<file path="src/rtl/cache_controller_dm_if.sv">
// Processor-side request/response bundle for the direct-mapped cache controller.
// The requester drives start/read_operation/address/write_data; the cache answers with read_data/hit/miss.
interface cache_controller_dm_if #(
    parameter int ADDR_W = 8,
    parameter int DATA_W = 8
);
    logic              start;
    logic              read_operation;
    logic [ADDR_W-1:0] address;
    logic [DATA_W-1:0] write_data;
    logic [DATA_W-1:0] read_data;
    logic              hit;
    logic              miss;

    modport master (
        output start,
        output read_operation,
        output address,
        output write_data,
        input  read_data,
        input  hit,
        input  miss
    );

    modport slave (
        input  start,
        input  read_operation,
        input  address,
        input  write_data,
        output read_data,
        output hit,
        output miss
    );
endinterface

</file>
<file path="src/rtl/cache_controller_dm.sv">
// Direct-mapped, write-through, write-allocate byte cache with a private backing memory.
// One request is served per IDLE->COMPARE->(FILL)->DONE pass; memory is always current, so eviction is free.
module cache_controller_dm #(
    parameter int ADDR_W      = 8,
    parameter int DATA_W      = 8,
    parameter int INDEX_W     = 3,
    parameter int MEM_LATENCY = 2
) (
    input  logic                   CC_clk,
    input  logic                   rst,
    cache_controller_dm_if.slave   bus
);
    localparam int TAG_W   = ADDR_W - INDEX_W;
    localparam int LINES   = 2 ** INDEX_W;
    localparam int MEM_SZ  = 2 ** ADDR_W;
    localparam int CNT_W   = (MEM_LATENCY > 1) ? $clog2(MEM_LATENCY) : 1;

    typedef enum logic [1:0] {
        IDLE,
        COMPARE,
        FILL,
        DONE
    } state_t;

    state_t             r_state;
    logic [ADDR_W-1:0]  r_addr;
    logic               r_read_op;
    logic [DATA_W-1:0]  r_wdata;
    logic [DATA_W-1:0]  r_read_data;
    logic               r_hit;
    logic               r_miss;
    logic [CNT_W-1:0]   r_cnt;
    logic [LINES-1:0]   r_valid;
    logic [TAG_W-1:0]   r_tag  [LINES];
    logic [DATA_W-1:0]  r_line [LINES];
    logic [DATA_W-1:0]  r_mem  [MEM_SZ];

    logic [INDEX_W-1:0] w_index;
    logic [TAG_W-1:0]   w_tag;
    logic               w_match;

    assign w_index = r_addr[INDEX_W-1:0];
    assign w_tag   = r_addr[ADDR_W-1:INDEX_W];
    assign w_match = r_valid[w_index] && (r_tag[w_index] == w_tag);

    assign bus.read_data = r_read_data;
    assign bus.hit       = r_hit;
    assign bus.miss      = r_miss;

    always_ff @(posedge CC_clk) begin
        if (rst) begin
            r_state     <= IDLE;
            r_addr      <= '0;
            r_read_op   <= 1'b0;
            r_wdata     <= '0;
            r_read_data <= '0;
            r_hit       <= 1'b0;
            r_miss      <= 1'b0;
            r_cnt       <= '0;
            r_valid     <= '0;
            for (int i = 0; i < MEM_SZ; i++) begin
                r_mem[i] <= '0;
            end
        end else begin
            case (r_state)
                IDLE: begin
                    if (bus.start) begin
                        r_addr    <= bus.address;
                        r_read_op <= bus.read_operation;
                        r_wdata   <= bus.write_data;
                        r_state   <= COMPARE;
                    end
                end
                COMPARE: begin
                    r_hit  <= w_match;
                    r_miss <= ~w_match;
                    r_cnt  <= '0;
                    if (r_read_op) begin
                        if (w_match) begin
                            r_read_data <= r_line[w_index];
                            r_state     <= DONE;
                        end else begin
                            r_state <= FILL;
                        end
                    end else begin
                        // Write-through with allocate: memory and line both take the byte.
                        r_mem[r_addr]     <= r_wdata;
                        r_line[w_index]   <= r_wdata;
                        r_tag[w_index]    <= w_tag;
                        r_valid[w_index]  <= 1'b1;
                        r_state           <= DONE;
                    end
                end
                FILL: begin
                    if (r_cnt == CNT_W'(MEM_LATENCY - 1)) begin
                        r_line[w_index]  <= r_mem[r_addr];
                        r_tag[w_index]   <= w_tag;
                        r_valid[w_index] <= 1'b1;
                        r_read_data      <= r_mem[r_addr];
                        r_state          <= DONE;
                    end else begin
                        r_cnt <= r_cnt + 1'b1;
                    end
                end
                DONE: begin
                    r_state <= IDLE;
                end
                default: begin
                    r_state <= IDLE;
                end
            endcase
        end
    end
endmodule

</file>
<file path="src/flat_wrapper.sv">
// flat-port wrapper written by rule: the top's interface ports become plain ports
module cache_controller_dm_flat 
#(
    parameter int ADDR_W      = 8,
    parameter int DATA_W      = 8,
    parameter int INDEX_W     = 3,
    parameter int MEM_LATENCY = 2
)
  (CC_clk, rst, bus_start, bus_read_operation, bus_address, bus_write_data, bus_read_data, bus_hit, bus_miss);
  cache_controller_dm_if #(.ADDR_W(ADDR_W), .DATA_W(DATA_W)) bus_i ();
  input  logic CC_clk;
  input  logic rst;
  input wire logic [$bits(bus_i.start)-1:0] bus_start;
  input wire logic [$bits(bus_i.read_operation)-1:0] bus_read_operation;
  input wire logic [$bits(bus_i.address)-1:0] bus_address;
  input wire logic [$bits(bus_i.write_data)-1:0] bus_write_data;
  output wire logic [$bits(bus_i.read_data)-1:0] bus_read_data;
  output wire logic [$bits(bus_i.hit)-1:0] bus_hit;
  output wire logic [$bits(bus_i.miss)-1:0] bus_miss;
  assign bus_i.start = bus_start;
  assign bus_i.read_operation = bus_read_operation;
  assign bus_i.address = bus_address;
  assign bus_i.write_data = bus_write_data;
  assign bus_read_data = bus_i.read_data;
  assign bus_hit = bus_i.hit;
  assign bus_miss = bus_i.miss;
  cache_controller_dm #(.ADDR_W(ADDR_W), .DATA_W(DATA_W), .INDEX_W(INDEX_W), .MEM_LATENCY(MEM_LATENCY)) u_core (.CC_clk(CC_clk), .rst(rst), .bus(bus_i));
endmodule
</file>
<file path="config.mk">
export PLATFORM = sky130hd
export DESIGN_NAME = cache_controller_dm_flat
export DESIGN_NICKNAME = d
export VERILOG_FILES = /design/src/rtl/cache_controller_dm_if.sv /design/src/rtl/cache_controller_dm.sv /design/src/flat_wrapper.sv
export SDC_FILE = /design/constraint.sdc
export NUM_CORES = 2
export LEC_CHECK = 0
export CAP_MARGIN = 20
export CORE_ASPECT_RATIO = 1.4
export CORE_MARGIN = 1
export CORE_UTILIZATION = 29
export CTS_CLUSTER_SIZE = 30
export DETAILED_ROUTE_END_ITERATION = 10
export PLACE_DENSITY_LB_ADDON = 0.3
export SYNTH_ARGS = -nofsm -noshare
export SYNTH_HDL_FRONTEND = slang
export SYNTH_SLANG_ARGS = --single-unit
</file>
<file path="constraint.sdc">
create_clock -name CC_clk -period 6.8 [get_ports CC_clk]
set_input_delay 1.36 -clock CC_clk [delete_from_list [all_inputs] [get_ports CC_clk]]
set_output_delay 1.36 -clock CC_clk [all_outputs]
set_load 0.005 [all_outputs]
</file>
After elaboration in Yosys (flattened, before gate mapping):

Memories as Yosys holds them, arrays and structs flattened. A register that Yosys moved wholly into a read port is not among the register bits.
Index checks and enable logic that the tools add are counted.

* memories: 3
* bits in registers: 38
* output and inout bits: 10
* logic and storage cells: 76
* RAM bits: 2152
* bits of input ports: 20

* reductions and logical operators: 9
* equal/unequal tests: 9
* bitwise operators: 4
* $lt $le $gt $ge: 2
* mux-type cells: 39
* add/sub/neg operators: 1

Memory list
* u_core.r_mem: words 256, bits a word 8, read ports 1, clocked after Yosys merged registers in 1, wr ports 256, RTL line cache_controller_dm.sv:36 `logic [DATA_W-1:0] r_mem [MEM_SZ];`
* u_core.r_line: words 8, bits a word 8, read ports 1, clocked after Yosys merged registers in 1, wr ports 1, RTL line cache_controller_dm.sv:35 `logic [DATA_W-1:0] r_line [LINES];`
* u_core.r_tag: words 8, bits a word 5, read ports 1, clocked after Yosys merged registers in 1, wr ports 1, RTL line cache_controller_dm.sv:34 `logic [TAG_W-1:0] r_tag [LINES];`

Operators with widths (number)
* $mux W8: 10
* $pmux W8 S2: 2
* $mux W1: 16
* $mux W3: 4
* $or A8 B8 Y8: 1
* $pmux W2 S4: 1
* $reduce_or A8 Y1: 1
* $ne A2 B1 Y1 const B: 3
* $eq A5 B5 Y1: 1
* $mux W5: 1
* $eq A2 B2 Y1 const B: 2
* $lt A3 B4 Y1 const B: 1
* $mux W2: 2
* $ne A2 B2 Y1 const B: 2
* $reduce_and A2 Y1: 2
* $reduce_and A4 Y1: 1
* $bmux W1 S3: 1
* $demux W1 S3: 1
* $ge A3 B1 Y1 const B: 1
* $reduce_and A3 Y1: 1
* $eq A2 B1 Y1 const B: 1
* $logic_and A1 B1 Y1: 2
* $logic_not A2 Y1: 1
* $or A1 B1 Y1: 2
* other kinds (4): 4

Longest topological paths before layout:

* depth in word-level cells: 7
* mapped depth: 14

Least setup slack after synthesis:

No wires, ideal clock.

* path kind: input port to flip-flop
* from: in rst
* to: mem u_core.r_mem[112][0] (enable)
* data required time: 6.491 ns
* data arrival time: 2.868 ns
* cell stages on the path: 7
* setup slack: 3.622 ns
* cells stage by stage: nor3b_1 > nor2b_1 > clkbuf_1 > nand2_1 > clkbuf_1 > nor2_1 > or2_2

RTL lines
* start: declaration: RTL line flat_wrapper.sv:12 `input logic rst;`
* end: declaration: RTL line cache_controller_dm.sv:36

==> results.toml <==
[drt]
wl_met1_um = 129000
wl_met3_um = 19200
via_per_inst = 5.22
wl_met2_um = 175000
drt_iter0_markers = 6197
highest_layer = "met5"
finalWirelength_um = 349000
first_pass_iters = 6
ant_nets = 0
wl_per_cell_um = 29.9
num_vias = 60800
drc_errors = 0

[worst_setup_path]
cp.required_ns = 7.39
crit_arrival_ns = 6.06
ff2ff_setup_slack_ns = 1.34
critPathMaxStageDelay_ns = 1.10
path_buf_inv = 1
crit_chain = "buf_12 > nand2b_1 > o22ai_1 > nor2_1 > a22oi_1 > nor4_1 > a41o_1 > mux2i_1 > o21ai_0"
slowest_stage = "nor4_1"
path_class = "register to register"
cp-end-kind = "register"
crit_family = "simple AND/OR/NAND/NOR gates"
cp-start-kind = "register"
critPathMaxFanout = 63

[pwr]
internal-power_uw = 23300
p_seq_frac = 0.472
pwr-share-clk = 0.338
leakagePower_uw = 0.0408
power.share.switching = 0.306
p_switching_uw = 10300
irDropWorstVdd_v = 0.000217
powerDensity_mw_per_mm2 = 297
fin_total_pwr_uw = 33700
comb_power_share = 0.190

[floorplanning]
core-area_mm2 = 0.350
die_w_um = 503
core.rowCount = 257
dieArea_mm2 = 0.354
fp.dieH_um = 703
initial_core_util = 0.291
io_pins = 30

[sta]
final.setup_skew_ns = 0.0707
max_slew_margin = 0.0591
fin_setup_tns_ns = 0
setup_violations = 0
rsz0062_at_grt = "false"
fin_crit_sh = 0.804
hold_violations = 0
fin_crit_ns = 5.46
worst_pin_slew_ns = 1.41
fmax_ghz = 0.183
maxSlewViolCount = 0

[flow_run]
cap_viol_max_count = 0

[clocking]
post_cts_buffers = 0
cts_max_level = 4
cts_sinks = 2198
insertion_delay_ns = 0.90
cts.clk_slew.worst_paths_ns = 0.07
hold_buffers = 0
clock_path_buffers = 4
cts_resized = 0
cts_buffers = 204
cts_root_buf = "clkbuf_16"
cts_tree = "built"

[hold_path]
hold_start = "u_core.bus.hit"
hp-class = "register to register"

[outcome]
status = "completed"

[placed_design]
portBuffers = 29
dp_hpwl_um = 228000
place.gp.congestion = 0.899

[yosys]
yosysSeqAreaShare = 0.644
ys.flop_type = "edfxtp_1"
synthCells = 7056
synth-edff-count = 2152
ys_ff_latch = 2198
syn_area_mm2 = 0.102
yosysUniqueCellTypes = 74
syn_avg_cell_area_um2 = 14.4
synth_warnings = 0
async_reset_ff_frac = 0
syn_nets = 7080

[grt]
antenna_found_initial = 21
grt_pass1_wl_um = 484000
grt-ovfl-total = 0
grt_pass1_vias = 60900
grt_max_degree = 149
grt_usage = 0.194

[finish]
area_growth_pct = 11.2
drive_gt1_frac = 0.167
layout.nets = 6849
cell usage in the layout, fill, tap and decap left out, types with 16 or more instances in the layout:
cell / instances
a211oi_1: 23
a21o_1: 82
a21oi_1: 89
a221o_1: 23
a221oi_1: 73
a22oi_1: 61
and2_1: 1420
and3_1: 653
buf_12: 21
buf_4: 168
clkbuf_1: 41
clkbuf_16: 206
clkdlybuf4s50_1: 28
clkinv_1: 37
clkinv_2: 43
dfxtp_1: 32
edfxtp_1: 2152
mux2_2: 36
mux2i_1: 261
mux4_2: 382
nand2_1: 152
nand2b_1: 18
nand3_1: 75
nor2_1: 252
nor2_4: 16
nor2b_1: 16
nor3_1: 19
o21ai_0: 89
o221ai_1: 17
o22ai_1: 53
or2_2: 182
final timing paths:
path | cells past startpoint | end
setup reg to reg | 9 | u_core.r_line[5][0]
hold / removal | 2 | u_core.bus.hit
setup / recovery | 9 | u_core.r_line[5][0]
hold reg to reg | 2 | u_core.bus.hit
cell type report:
| cell class | instances | area (um2) |
|---|---|---|
| Antenna cell | 12 | 30.0 |
| Clock buffer | 247 | 5310 |
| Clock inverter | 117 | 1020 |
| Fill cell | 33900 | 236000 |
| Inverter | 14 | 52.6 |
| Multi-Input combinational cell | 4184 | 33400 |
| Sequential cell | 2198 | 65600 |
| Tap cell | 4662 | 5830 |
| Timing Repair Buffer | 223 | 2050 |
routing by layer:
metal	vias to the layer above	global-route usage
met3	676	0.0231
met1	31700	0.226
li1	26000	-
met4	10	0.126
met2	2455	0.336
met5	-	0
registers in the layout, summed over array words and instances (netlist names), named ones only:
signal	count
u_core.r_wdata	8
u_core.r_addr	8
u_core.r_line	64
u_core.r_mem	2048
u_core.r_cnt	1
u_core.r_valid	8
u_core.bus.hit	1
u_core.bus.miss	1
u_core.r_tag	40
u_core.r_read_op	1
u_core.r_state	2
u_core.bus.read_data	8
power groups by stage:
stage	sequential (uW)	combinational (uW)	clock (uW)
final	15900	6390	11400
after global routing	15900	6550	11900
after global placement	16200	6320	0
after detailed placement	16200	6350	0
after floorplan	15800	3670	0
after CTS	15900	6360	11500
through the flow:
| stage | utilization | cells | instance area (um2) | setup slack, ns | hold slack [ns] |
|---|---|---|---|---|---|
| floorplan | - | 7056 | 102000 | 3.62 | 0.431 |
| global placement | 0.306 | 11300 | 107000 | 1.21 | 0.450 |
| detailed placement | 0.306 | 11300 | 107000 | 1.51 | 0.469 |
| CTS | 0.324 | 11600 | 113000 | 1.51 | 0.483 |
| global route | 0.324 | 11600 | 113000 | 1.47 | 0.499 |
| finish | 0.324 | 11700 | 113000 | 1.34 | 0.480 |
synthesized netlist by cell type, drive strengths merged, types with 22 or more instances:
cell,number,area (um2)
a211oi,24,185
o22ai,53,332
nor2b,22,138
a22oi,61,458
clkbuf,500,1880
nor2,278,1040
or2,183,1140
and2,1425,8910
nand3,75,375
mux2i,261,2610
and3,653,4090
buf,160,1220
a21oi,89,445
mux2,36,405
edfxtp,2152,64600
dfxtp,46,921
o21ai,94,470
nand2,166,623
a21o,82,616
a221oi,74,648
a221o,23,230
mux4,394,8920
worst register-to-register path, stage by stage, from the launching register on:
cell and delay [ns]:
dfxtp_4 0.70, buf_12 0.50, nand2b_1 0.78, o22ai_1 0.20
nor2_1 0.33, a22oi_1 0.44, nor4_1 1.11, a41o_1 0.33
mux2i_1 0.13, o21ai_0 0.64
cell families (layout without fill, tap and decap cells):
family          count (synthesis)  after routing  share of synthesized area
simple gates                 2884           2884                      0.166
buf+inv                       674            601                     0.0310
other cells                     0             12                          0
flops                        2198           2198                      0.644
compound gates                605            605                     0.0420
mux                           691            691                      0.117
fa+ha+maj                       4              4                   0.000492
Note: power is estimated with default switching activity, not from simulation.
